<file path="src/rtl/level_sequencer.sv">
// level_sequencer
//   Game-level controller. Each level runs symbol generation (GEN), answer
//   capture (ANSWER), then fires a one-cycle postSig pulse and waits for the
//   post-period block to return levelComplete. Tracks the level number and a
//   saturating score, and declares game over after the last level.
//
//   Optional build macro: POST_TIMEOUT_EN
//     defined   - POST_WAIT gives up after POST_TIMEOUT Tick1Hz pulses and
//                 sets the sticky timeoutErr flag, ending the game.
//     undefined - POST_WAIT waits forever; timeoutErr is tied low.
//
// Ports
//   Clk100M        in   system clock
//   Reset_n        in   asynchronous active-low reset
//   Tick1Hz        in   one-cycle 1 Hz enable pulse
//   startBtn       in   one-cycle start pulse (honoured in IDLE and DONE)
//   answerValid    in   one-cycle pulse, player answer present
//   answerCorrect  in   qualifies answerValid
//   levelComplete  in   one-cycle pulse from the post-period block
//   postSig        out  one-cycle pulse starting the post period
//   genRun         out  high while symbol generation runs
//   level          out  current level, 0-based
//   score          out  count of correct answers (saturating)
//   busy           out  high in every state except IDLE and DONE
//   gameOver       out  high in DONE
//   timeoutErr     out  sticky post-period timeout flag
module level_sequencer #(
  parameter int NUM_LEVELS   = 4,
  parameter int LEVEL_W      = 3,
  parameter int SCORE_W      = 4,
  parameter int GEN_SECONDS  = 5,
  parameter int POST_TIMEOUT = 10
) (
  input  logic               Clk100M,
  input  logic               Reset_n,
  input  logic               Tick1Hz,
  input  logic               startBtn,
  input  logic               answerValid,
  input  logic               answerCorrect,
  input  logic               levelComplete,
  output logic               postSig,
  output logic               genRun,
  output logic [LEVEL_W-1:0] level,
  output logic [SCORE_W-1:0] score,
  output logic               busy,
  output logic               gameOver,
  output logic               timeoutErr
);

  localparam logic [2:0] S_IDLE      = 3'd0;
  localparam logic [2:0] S_GEN       = 3'd1;
  localparam logic [2:0] S_ANSWER    = 3'd2;
  localparam logic [2:0] S_POST_FIRE = 3'd3;
  localparam logic [2:0] S_POST_WAIT = 3'd4;
  localparam logic [2:0] S_DONE      = 3'd5;

  localparam int GEN_W = (GEN_SECONDS > 1) ? $clog2(GEN_SECONDS) : 1;
  localparam logic [GEN_W-1:0]   GEN_LAST   = GEN_W'(GEN_SECONDS - 1);
  localparam logic [LEVEL_W-1:0] LEVEL_LAST = LEVEL_W'(NUM_LEVELS - 1);

  logic [2:0]         state, state_nxt;
  logic [GEN_W-1:0]   gen_cnt, gen_cnt_nxt;
  logic [LEVEL_W-1:0] level_nxt;
  logic [SCORE_W-1:0] score_nxt;
  logic               timeout_hit;
  logic               restart;

  assign restart = startBtn && (state == S_IDLE || state == S_DONE);

`ifdef POST_TIMEOUT_EN
  localparam int TO_W = (POST_TIMEOUT > 1) ? $clog2(POST_TIMEOUT) : 1;
  localparam logic [TO_W-1:0] TO_LAST = TO_W'(POST_TIMEOUT - 1);

  logic [TO_W-1:0] to_cnt;

  assign timeout_hit = (state == S_POST_WAIT) && Tick1Hz && !levelComplete &&
                       (to_cnt == TO_LAST);

  // levelComplete takes priority over a coincident tick and clears the count.
  always_ff @(posedge Clk100M or negedge Reset_n) begin
    if (!Reset_n) begin
      to_cnt     <= '0;
      timeoutErr <= 1'b0;
    end else begin
      if (state != S_POST_WAIT || levelComplete)
        to_cnt <= '0;
      else if (Tick1Hz)
        to_cnt <= to_cnt + 1'b1;

      if (restart)
        timeoutErr <= 1'b0;
      else if (timeout_hit)
        timeoutErr <= 1'b1;
    end
  end
`else
  assign timeout_hit = 1'b0;
  assign timeoutErr  = 1'b0;
`endif

  always_comb begin
    state_nxt   = state;
    gen_cnt_nxt = gen_cnt;
    level_nxt   = level;
    score_nxt   = score;
    case (state)
      S_IDLE, S_DONE: begin
        if (startBtn) begin
          state_nxt   = S_GEN;
          gen_cnt_nxt = '0;
          level_nxt   = '0;
          score_nxt   = '0;
        end
      end
      S_GEN: begin
        if (Tick1Hz) begin
          if (gen_cnt == GEN_LAST) begin
            state_nxt   = S_ANSWER;
            gen_cnt_nxt = '0;
          end else begin
            gen_cnt_nxt = gen_cnt + 1'b1;
          end
        end
      end
      S_ANSWER: begin
        if (answerValid) begin
          state_nxt = S_POST_FIRE;
          if (answerCorrect && score != '1)
            score_nxt = score + 1'b1;
        end
      end
      S_POST_FIRE: state_nxt = S_POST_WAIT;
      S_POST_WAIT: begin
        if (levelComplete) begin
          if (level == LEVEL_LAST) begin
            state_nxt = S_DONE;
          end else begin
            state_nxt   = S_GEN;
            level_nxt   = level + 1'b1;
            gen_cnt_nxt = '0;
          end
        end else if (timeout_hit) begin
          state_nxt = S_DONE;
        end
      end
      default: state_nxt = S_IDLE;
    endcase
  end

  // Status outputs are registered from the next state so they line up with
  // the state register; postSig trails POST_FIRE by one cycle.
  always_ff @(posedge Clk100M or negedge Reset_n) begin
    if (!Reset_n) begin
      state    <= S_IDLE;
      gen_cnt  <= '0;
      level    <= '0;
      score    <= '0;
      postSig  <= 1'b0;
      genRun   <= 1'b0;
      busy     <= 1'b0;
      gameOver <= 1'b0;
    end else begin
      state    <= state_nxt;
      gen_cnt  <= gen_cnt_nxt;
      level    <= level_nxt;
      score    <= score_nxt;
      postSig  <= (state == S_POST_FIRE);
      genRun   <= (state_nxt == S_GEN);
      busy     <= (state_nxt != S_IDLE) && (state_nxt != S_DONE);
      gameOver <= (state_nxt == S_DONE);
    end
  end

endmodule
</file>
<file path="config.mk">
export PLATFORM = sky130hd
export DESIGN_NAME = level_sequencer
export DESIGN_NICKNAME = d
export VERILOG_FILES = /design/src/rtl/level_sequencer.sv
export SDC_FILE = /design/constraint.sdc
export NUM_CORES = 1
export LEC_CHECK = 0
export CORE_MARGIN = 4
export CORE_UTILIZATION = 25
export DETAILED_ROUTE_END_ITERATION = 10
export GPL_ROUTABILITY_DRIVEN = 0
export PLACE_DENSITY = 0.49
export SLEW_MARGIN = 15
export SYNTH_ARGS = -nofsm -noshare
export SYNTH_HDL_FRONTEND = slang
export SYNTH_SLANG_ARGS = --single-unit
</file>
<file path="constraint.sdc">
create_clock -name Clk100M -period 3.3 [get_ports Clk100M]
set_input_delay 0.66 -clock Clk100M [delete_from_list [all_inputs] [get_ports Clk100M]]
set_output_delay 0.66 -clock Clk100M [all_outputs]
set_load 0.02 [all_outputs]
</file>
* Word level (Yosys, flattened, before mapping)
Cells that the tools add are included.
** Cells by class
- Equality and inequality tests :: 17
- Multiplexer cells :: 20
- Reductions and logical operators :: 11
- Add/sub/neg operators :: 3
** Operator list (count)
- 2-to-1 mux 3 bit :: 13
- one-hot mux 3 bit (5 select lines) :: 1
- == test 3 bit (second input constant) :: 4
- 2-to-1 mux 4 bit :: 3
- inequality test 2 bit (second input constant) :: 6
- == test 3 x 2 -> 1 bit (second input constant) :: 3
- one-hot mux 3 bit (3 select lines) :: 1
- one-hot mux 4 bit (2 select lines) :: 1
- AND reduction 4 bit :: 2
- adder 3 x 1 -> 3 bit (second input constant) :: 2
- == test 3 x 1 -> 1 bit (second input constant) :: 2
- one-hot mux 3 bit (2 select lines) :: 1
- nonzero test 3 bit :: 2
- AND reduction 5 bit :: 1
- adder 4 x 1 -> 4 bit (second input constant) :: 1
- inequality test 4 bit (second input constant) :: 1
- nonzero test 2 bit :: 2
- logical NOT 3 bit :: 1
- inequality test 3 bit (second input constant) :: 1
- logical AND 1 bit :: 2
- OR reduction 2 bit :: 1
** Storage, ports and cells
- Word-level logic and storage cells :: 59
- Input bits :: 7
- Output and inout bits :: 12
- Register bits :: 17

* Depth between registers and ports, before layout
Gate-level depths: netlist of run 1.
- Depth in word-level cells :: 6
- Mapped depth :: 6
- Mapped depth without buffers :: 6

* Worst setup path after synthesis of run 1
OpenSTA, ideal clock, no wires.
- Path type :: flip-flop to flip-flop
- Start :: reg level[0]
- End :: reg busy
- Data required time :: 3.177 ns
- Path buffers :: 0
- Cell stages (with the launch flop) :: 7
- Period minus slack after synthesis :: 1.749 ns
- Library setup time :: 0.123 ns
- Arrival :: 1.626 ns
- Setup slack :: 1.551 ns
- Path through :: dfrtp_1 ha_1 ha_1 nand2b_1 a211o_4 nor4_2 nor2_1
** Between the ends
- Longest elaborated chain between the ends :: 6
- Elaborated cells between the ends (all ways) :: 7
- Classes of those cells :: 2 x eq/ne; 3 x mux; 2 x reduce/logical
** Ends and longest elaborated chain
- from (decl) :: line 43 : output logic [LEVEL_W-1:0] level,
- from (signal assigned) :: line 165 : level <= level_nxt;
- == test 3 x 2 -> 1 bit (*) :: line 135 : if (level == LEVEL_LAST) begin
- 2-to-1 mux 3 bit (*) :: line 135
- 2-to-1 mux 3 bit (*) :: line 134 : if (levelComplete) begin
- one-hot mux 3 bit (5 select lines) (*) :: line 106 : case (state)
- named net state_nxt[2] :: line 61 : logic [2:0] state, state_nxt;
- inequality test 3 bit or nonzero test 3 bit (tied branches) :: line 169 : busy <= (state_nxt != S_IDLE) && (state_nxt != S_DONE);
- logical AND 1 bit (*) :: line 169
- to (signal assigned) :: line 169
- to (decl) :: line 45 : output logic busy,
Mark *: on every way through the listed nets, which the timed path passes. The rest lies on a longest branch.
A chain may end at the register's enable or synchronous reset.

* Worst setup path after layout of run 1
- Start :: reg score[0]
- End :: out score[0]
** RTL lines
- from (decl) :: line 44 : output logic [SCORE_W-1:0] score,
- from (signal assigned) :: line 166 : score <= score_nxt;
No word-level cell between the ends.

==> results.yml, run 1 <==
status:
  status: "complete, no violations"
power:
  clkPwrFrac_pct: 19.1
  p_sw_share_pct: 36.6
  p_int_uw: 524
  pwr-share-comb_pct: 41.1
  p_leak_uw: 0.000535
  power_frac_seq_pct: 39.8
  peakVddDrop_mv: 0.250
  p_sw_uw: 302
  powerDensity_mw_per_mm2: 679
drt:
  drtAntennaViolNets: 0
  firstDrtPassIters: 4
  drc_errors: 0
  drt_iter0_drc: 15
  wl_per_cell_um: 12.8
  routed_via_density: 4.74
  routed_wl_mm: 2.00
  vias: 739
timing:
  whs_ns: 0.526
  fin_setup_tns_ns: 0
  slew_headroom_pct: 47.7
  setup_violations: 0
  fmax_mhz: 512
  rsz0062_at_grt: "no"
  timing.final.crit_share_pct: 59.1
  fin_skew_ns: 0.00282
  finalMaxSlewViolations: 0
  tightest_slew_ns: 0.781
  finalHoldViolCount: 0
  finalCriticalPeriod_ns: 1.95
setup_path:
  critPathMaxFanout: 5
  slowest_stage: "clkdlybuf4s50_1"
  path_buf_inv: 1
  slowest_delay_ns: 0.63
  cp-start-kind: "flop"
  critPathKind: "reg -> out"
  critPathTopFamily: "buffers and inverters"
  cp_cell_sequence: "clkdlybuf4s50_1"
  cp_data_arrival_time_ns: 1.29
  r2r_slack_ns: 1.57
  cp.required_ns: 2.64
  cp-end-kind: "primary output"
global_route:
  antenna_found_initial: 0
  grt_max_degree: 18
  grt_pass1_wl_mm: 3.46
  grt_overflow_total: 0
  grt_pass1_vias: 744
  track_usage_pct: 8.87
layout:
  multiInputGateArea_um2: 502
  syn_to_final_growth_pct: 25.7
  diodes: 0
  layoutNonFillerInstCount: 156
  drive_above_1_share_pct: 12.0
  seqCellArea_um2: 425
  fillers: 370
  final_nets: 121
  layout_common_cells: "dfrtp_1 (17), clkdlybuf4s50_1 (17), nand2_1 (10)"
  fin_util_pct: 32.8
clock_tree:
  root_buffer: "clkbuf_8"
  cts_made_buffers: 3
  max-clock-path-buffers: 2
  cts_hold_buf: 0
  ctsResizeCount: 0
  cts_tree: "done"
  cts_htree_levels: 1
  clkLatencyLatePin_ns: 0.25
  postCtsSetupBuffers: 0
  numClockSinks: 17
  path_clk_slew_ns: 0.07
floorplan:
  row_count: 22
  initial_utilization_pct: 26.1
  ioPinCount: 19
  die-area_mm2: 0.00493
  die_h_um: 70.2
  core-area_mm2: 0.00372
  die_x_um: 70.2
yosys:
  syn_nets: 102
  synth_cells: 90
  seq_area_frac_synth_pct: 43.9
  syn_area_per_cell_um2: 10.8
  synth_area_leaders: "dfrtp_1 (44%), ha_1 (6.5%), nand2_1 (3.9%)"
  ys_types: 42
  synth_warnings: 0
  ys_seq_elements: 17
  synth_area_um2: 968
  synth_top_area_cell: "dfrtp_1"
  synth_top_cell_area_share_pct: 43.9
worst_hold_path:
  worstHoldPathType: "reg -> reg"
place:
  dp_hpwl_mm: 1.47
  dp.cells: 152
  io_buffers: 17
job:
  maxCapViolCount: 0
[through the flow]
step	area, um^2	total power, uW	setup WS (ns)
after floorplan	968	574	1.55
after global placement	1170	673	1.14
after detailed placement	1170	675	1.14
after CTS	1220	839	1.34
after global routing	1220	884	1.29
final	1220	827	1.35
[logic make-up (layout without fill, tap and decap cells)]
| logic type | Yosys count | count (layout) | share of synthesized area [%] |
|---|---|---|---|
| AND/OR/NAND/NOR | 40 | 40 | 27.6 |
| other | 1 | 1 | 0.387 |
| adder cells (fa/ha/maj) | 5 | 5 | 6.46 |
| buffers and inverters | 7 | 25 | 4.26 |
| AO/OA/AOI/OAI | 16 | 16 | 13.4 |
| XOR/XNOR | 2 | 2 | 1.81 |
| multiplexers | 2 | 2 | 2.07 |
| flip-flops | 17 | 17 | 43.9 |
[power by group through the flow]
stage | Sequential, uW | Clock [uW] | Combinational, uW
floorplan | 333 | 0 | 241
global placement | 332 | 0 | 340
detailed placement | 332 | 0 | 343
CTS | 329 | 165 | 345
global route | 336 | 172 | 375
finish | 329 | 158 | 339
[path summary, 6_finish.rpt]
| kind | endpoint | depth (start not counted) | startpoint |
|---|---|---|---|
| setup / recovery | score[0] | 1 | score[0] |
| hold / removal | level[2] | 2 | level[2] |
| setup reg to reg | busy | 6 | level[0] |
| hold reg to reg | level[2] | 2 | level[2] |
| max in group asynchronous | level[0] | 1 | Reset_n |
| min in group asynchronous | postSig | 1 | Reset_n |
[final cells by class]
type | count | area share (%)
clock buffers | 4 | 3.70
multi-input cells | 66 | 41.2
flip-flops and latches | 17 | 34.9
repair buffers | 17 | 14.0
well taps | 48 | 4.93
inverters | 4 | 1.23
[cell usage after synthesis, drive strengths merged]
master / instances
a32o: 1
o21a: 2
nor2: 3
and3b: 2
o31ai: 1
o221a: 1
inv: 4
a21o: 1
o21ai: 3
nand2: 10
xor2: 1
nand4b: 1
o32ai: 1
buf: 3
nor4bb: 1
nand3b: 2
a21oi: 2
conb: 1
and2: 1
or2: 1
nand4bb: 1
dfrtp: 17
nor3: 1
a21bo: 1
and3: 1
xnor2: 1
nor3b: 4
mux2i: 2
and2b: 1
o311ai: 1
nor4: 3
nand2b: 5
ha: 5
a211o: 2
nand3: 3
[state kept, by name, indices dropped and copies added (netlist names)]
name / cells
score: 4
level: 3
busy: 1
gen_cnt: 3
genRun: 1
state: 3
gameOver: 1
postSig: 1
[worst register-to-register path, cell delays in order (launching register included)]
cell	delay (ns)
dfrtp_1	0.41
ha_1	0.21
ha_1	0.18
nand2b_1	0.16
a211o_4	0.35
nor4_2	0.26
nor2_1	0.06
[routing by layer]
metal,vias up,routed length [um],GRT usage [%]
met1,354,925,11.0
met3,4,129,3.17
met2,23,899,13.8
met5,-,0,0
li1,358,-,-
met4,0,43,3.83
No activity file was read; power rests on OpenSTA's default activity.
==> run 2, diff against run 1 <==
--- a/config.mk
+++ b/config.mk
@@ -9,7 +9,7 @@
 export CORE_UTILIZATION = 25
 export DETAILED_ROUTE_END_ITERATION = 10
 export GPL_ROUTABILITY_DRIVEN = 0
-export PLACE_DENSITY = 0.49
+export PLACE_DENSITY = 0.5
 export SLEW_MARGIN = 15
 export SYNTH_ARGS = -nofsm -noshare
 export SYNTH_HDL_FRONTEND = slang
==> constraint.sdc (replaced) <==
create_clock -name Clk100M -period 1.7 [get_ports Clk100M]
set_input_delay 0.34 -clock Clk100M [delete_from_list [all_inputs] [get_ports Clk100M]]
set_output_delay 0.34 -clock Clk100M [all_outputs]
set_load 0.02 [all_outputs]
==> run 2 against run 1 <==
- worst setup slack got worse by 1.3 ns
- critical path depth rose by 5
- first-iteration DRC count rose by 67%
- sequential power rose by 94%
- largest cell class unchanged
- combinational power rose by 130%
- core utilization rose by 2.6 points
- global-route usage fell by 0.18 points
==> results.yml, run 2 (synthesis gave the netlist of run 1 again) <==
timing:
  fmax_mhz: 603
  finalCriticalPeriod_ns: 1.66
  rsz0062_at_grt: "yes"
  finalHoldViolCount: 0
  setup_violations: 0
  tightest_slew_ns: 0.679
  fin_setup_tns_ns: 0
  finalMaxSlewViolations: 0
  fin_skew_ns: 0.00331
  slew_headroom_pct: 54.6
  timing.final.crit_share_pct: 97.5
  whs_ns: 0.419
clock_tree:
  cts_hold_buf: 0
  clkLatencyLatePin_ns: 0.25
  max-clock-path-buffers: 2
  cts_made_buffers: 3
  numClockSinks: 17
  cts_htree_levels: 1
  path_clk_slew_ns: 0.07
  cts_tree: "done"
  root_buffer: "clkbuf_8"
floorplan:
  core-area_mm2: 0.00372
  die_x_um: 70.2
  ioPinCount: 19
  die-area_mm2: 0.00493
  initial_utilization_pct: 26.1
  die_h_um: 70.2
  row_count: 22
power:
  p_leak_uw: 0.000594
  powerDensity_mw_per_mm2: 1300
  peakVddDrop_mv: 0.412
  power.total_uw: 1710
setup_path:
  cp-end-kind: "flop"
  r2r_slack_ns: 0.04
  reg2reg_to: "busy"
  critPathMaxFanout: 4
  reg2reg_depth: 6
  cp_data_arrival_time_ns: 1.79
  startpoint: "level[0]"
  critPathKind: "reg -> reg"
  crit_path_end: "busy"
  r2r_start: "level[0]"
  cp-start-kind: "flop"
  cp.required_ns: 1.84
drt:
  vias: 758
  routed_wl_mm: 2.05
  wl_per_cell_um: 12.4
  drtAntennaViolNets: 0
  routed_via_density: 4.59
  drc_errors: 0
  firstDrtPassIters: 5
  drt_iter0_drc: 25
status:
  status: "complete, no violations"
layout:
  syn_to_final_growth_pct: 35.5
  final_common_cell: "clkdlybuf4s50_1"
  top_register: "score"
  largest_register_ffs: 4
  drive_above_1_share_pct: 24.8
  diodes: 0
  final_nets: 130
  fin_util_pct: 35.3
  layout_common_cells: "clkdlybuf4s50_1 (16), dfrtp_1 (13), nand2_1 (10)"
worst_hold_path:
  worstHoldPathType: "in -> async"
place:
  dp_hpwl_mm: 1.55
  io_buffers: 17
global_route:
  grt_pass1_vias: 757
  grt_pass1_wl_mm: 3.43
  grt_max_degree: 18
  track_usage_pct: 8.70
  antenna_found_initial: 0
  grt_overflow_total: 0
job:
  maxCapViolCount: 0
-- run 2: worst min path at each step --
stage,start,endpoint,slack (ns),cells past startpoint
CTS,Reset_n,postSig,0.43,2
finish,Reset_n,postSig,0.42,2
global route,Reset_n,state[1],0.44,2
detailed placement,score[2],score[2],0.52,1
floorplan,Reset_n,busy,0.04,0
global placement,score[2],score[2],0.51,1
-- run 2: critical path: stages (launching register included) --
cell and delay, ns:
dfrtp_2 0.41, ha_2 0.18, ha_1 0.18, nand2b_4 0.14
a211o_4 0.36, nor4_4 0.21, nor2_1 0.06
-- run 2: layer usage --
| layer | track usage (%) | vias to the layer above | part of all wire (%) |
|---|---|---|---|
| met2 | 13.9 | 17 | 47 |
| met1 | 11.0 | 364 | 47 |
| met3 | 1.29 | 2 | 4.6 |
| met5 | 0 | - | 0 |
| li1 | - | 375 | - |
| met4 | 5.11 | 0 | 1.7 |
-- run 2: report_power, final --
part | total (uW) | switching, uW | internal (uW)
Sequential | 638 | 126 | 512
Clock | 301 | 138 | 162
Combinational | 774 | 346 | 428
Total | 1710 | 610 | 1100
-- run 2: timing repair --
item                       in CTS  in global routing
setup buffers                   0                  0
pin swaps                       0                  1
cloned                          0                  0
setup endpoints to repair       1                  3
resized for setup               1                  4
-- run 2: cell type report --
type	count	area (um^2)
timing repair buffer	26	240
inverter	4	15.0
clock buffer	3	41.3
tap	48	60.1
sequential	17	430
fill	378	2400
multi-input combinational	66	520
clock inverter	1	5.00
-- run 2: metrics by stage --
step,std cells,setup slack [ns],area [um^2]
finish,165,0.0422,1310
global route,165,-0.0345,1310
CTS,165,0.00912,1300
detailed placement,161,-0.141,1240
global placement,161,-0.108,1240
floorplan,90,0.0550,973
==> run 3, diff against run 2 <==
--- a/config.mk
+++ b/config.mk
@@ -5,11 +5,13 @@
 export SDC_FILE = /design/constraint.sdc
 export NUM_CORES = 1
 export LEC_CHECK = 0
+export CELL_PAD_IN_SITES_DETAIL_PLACEMENT = 1
+export CELL_PAD_IN_SITES_GLOBAL_PLACEMENT = 1
 export CORE_MARGIN = 4
 export CORE_UTILIZATION = 25
 export DETAILED_ROUTE_END_ITERATION = 10
 export GPL_ROUTABILITY_DRIVEN = 0
-export PLACE_DENSITY = 0.5
+export PLACE_DENSITY = 0.6
 export SLEW_MARGIN = 15
 export SYNTH_ARGS = -nofsm -noshare
 export SYNTH_HDL_FRONTEND = slang
==> run 3 against run 2 <==
- largest cell class unchanged
- critical endpoint is now level[0]
- final cell count did not move
- largest power group unchanged
- via count decreased by 0.53%
- worst setup slack better by 0.0049 ns
==> results.yml, run 3 (synthesis gave the netlist of run 1 again) <==
status:
  status: "complete, no violations"
clock_tree:
  max-clock-path-buffers: 2
  cts_tree: "done"
  numClockSinks: 17
  cts_hold_buf: 0
  root_buffer: "clkbuf_8"
  path_clk_slew_ns: 0.07
  clkLatencyLatePin_ns: 0.25
  cts_made_buffers: 3
  cts_htree_levels: 1
power:
  powerDensity_mw_per_mm2: 1320
  p_leak_uw: 0.000576
  peakVddDrop_mv: 0.560
  power.total_uw: 1740
floorplan:
  ioPinCount: 19
  initial_utilization_pct: 26.1
  row_count: 22
  die_h_um: 70.2
  core-area_mm2: 0.00372
  die-area_mm2: 0.00493
  die_x_um: 70.2
layout:
  layout_common_cells: "clkdlybuf4s50_1 (17), dfrtp_1 (13), nand2_1 (10)"
  layoutNonFillerInstCount: 165
  drive_above_1_share_pct: 26.5
  final_area_mm2: 0.00132
  syn_to_final_growth_pct: 36.3
  diodes: 0
  final_nets: 130
  final_common_cell: "clkdlybuf4s50_1"
  largest_register_ffs: 4
  top_register: "score"
global_route:
  grt_overflow_total: 0
  track_usage_pct: 10.0
  grt_pass1_wl_mm: 3.95
  grt_max_degree: 18
  grt_pass1_vias: 833
  antenna_found_initial: 0
drt:
  firstDrtPassIters: 4
  vias: 754
  drc_errors: 0
  routed_wl_mm: 2.25
  drtAntennaViolNets: 0
  wl_per_cell_um: 13.6
  drt_iter0_drc: 4
  routed_via_density: 4.57
timing:
  timing.final.crit_share_pct: 97.2
  fmax_mhz: 605
  finalMaxSlewViolations: 0
  rsz0062_at_grt: "yes"
  finalHoldViolCount: 0
  fin_skew_ns: 0.00124
  whs_ns: 0.417
  setup_violations: 0
  finalCriticalPeriod_ns: 1.65
place:
  io_buffers: 17
  placed_area_mm2: 0.00124
  dp_hpwl_mm: 1.70
  dp.cells: 160
setup_path:
  critPathKind: "reg -> out"
  startpoint: "level[0]"
  cp-start-kind: "flop"
  cp-end-kind: "primary output"
  r2r_slack_ns: 0.06
  cp_data_arrival_time_ns: 1.31
  r2r_start: "level[1]"
  reg2reg_to: "gen_cnt[2]"
  cp.required_ns: 1.36
  reg2reg_depth: 6
  critPathMaxFanout: 3
job:
  maxCapViolCount: 0
worst_hold_path:
  worstHoldPathType: "in -> async"
[run 3: cell type report]
| class | instances | area, um^2 |
|---|---|---|
| clock buffers | 3 | 41.3 |
| clock inverters | 1 | 5.00 |
| fillers | 430 | 2400 |
| inverters | 4 | 15.0 |
| multi-input cells | 66 | 531 |
| flip-flops and latches | 17 | 430 |
| well taps | 48 | 60.1 |
| repair buffers | 26 | 238 |
[run 3: layer usage]
metal	vias to the layer above	global-route usage [%]	wire length [um]
li1	373	-	-
met1	364	11.2	961
met2	15	18.0	1150
met3	2	2.88	98
met4	0	3.19	34
met5	-	0	0
[run 3: report_power, final]
part	switching (uW)	internal (uW)	total, uW
combinational	360	439	799
clock	137	162	300
sequential	129	512	641
[run 3: stage by stage]
step / utilization [%] / worst slack, ns / TNS, ns
3_3_place_gp: 33.3 / -0.0639 / -0.149
3_5_place_dp: 33.3 / -0.0753 / -0.162
6_report: 35.5 / 0.0470 / 0
4_1_cts: 34.7 / 0.0248 / 0
5_1_grt: 35.5 / -0.0210 / -0.0297
2_1_floorplan: - / 0.0550 / 0
[run 3: worst max-delay path: stages (launching register included)]
cell and delay, ns:
dfrtp_2 0.40, buf_4 0.14, clkdlybuf4s50_1 0.53
[run 3: what timing repair did]
item,4_1_cts,5_1_grt
gates resized for setup,1,5
setup endpoints to repair,1,3
setup buffers,0,1
pin swaps,0,4
[run 3: worst max path at each step]
stage	slack [ns]	to	cells after the start
2_1_floorplan	0.06	busy	6
3_3_place_gp	-0.06	genRun	5
3_5_place_dp	-0.08	genRun	5
4_1_cts	0.02	busy	6
5_1_grt	-0.02	gen_cnt[2]	6
6_report	0.05	level[0]	2
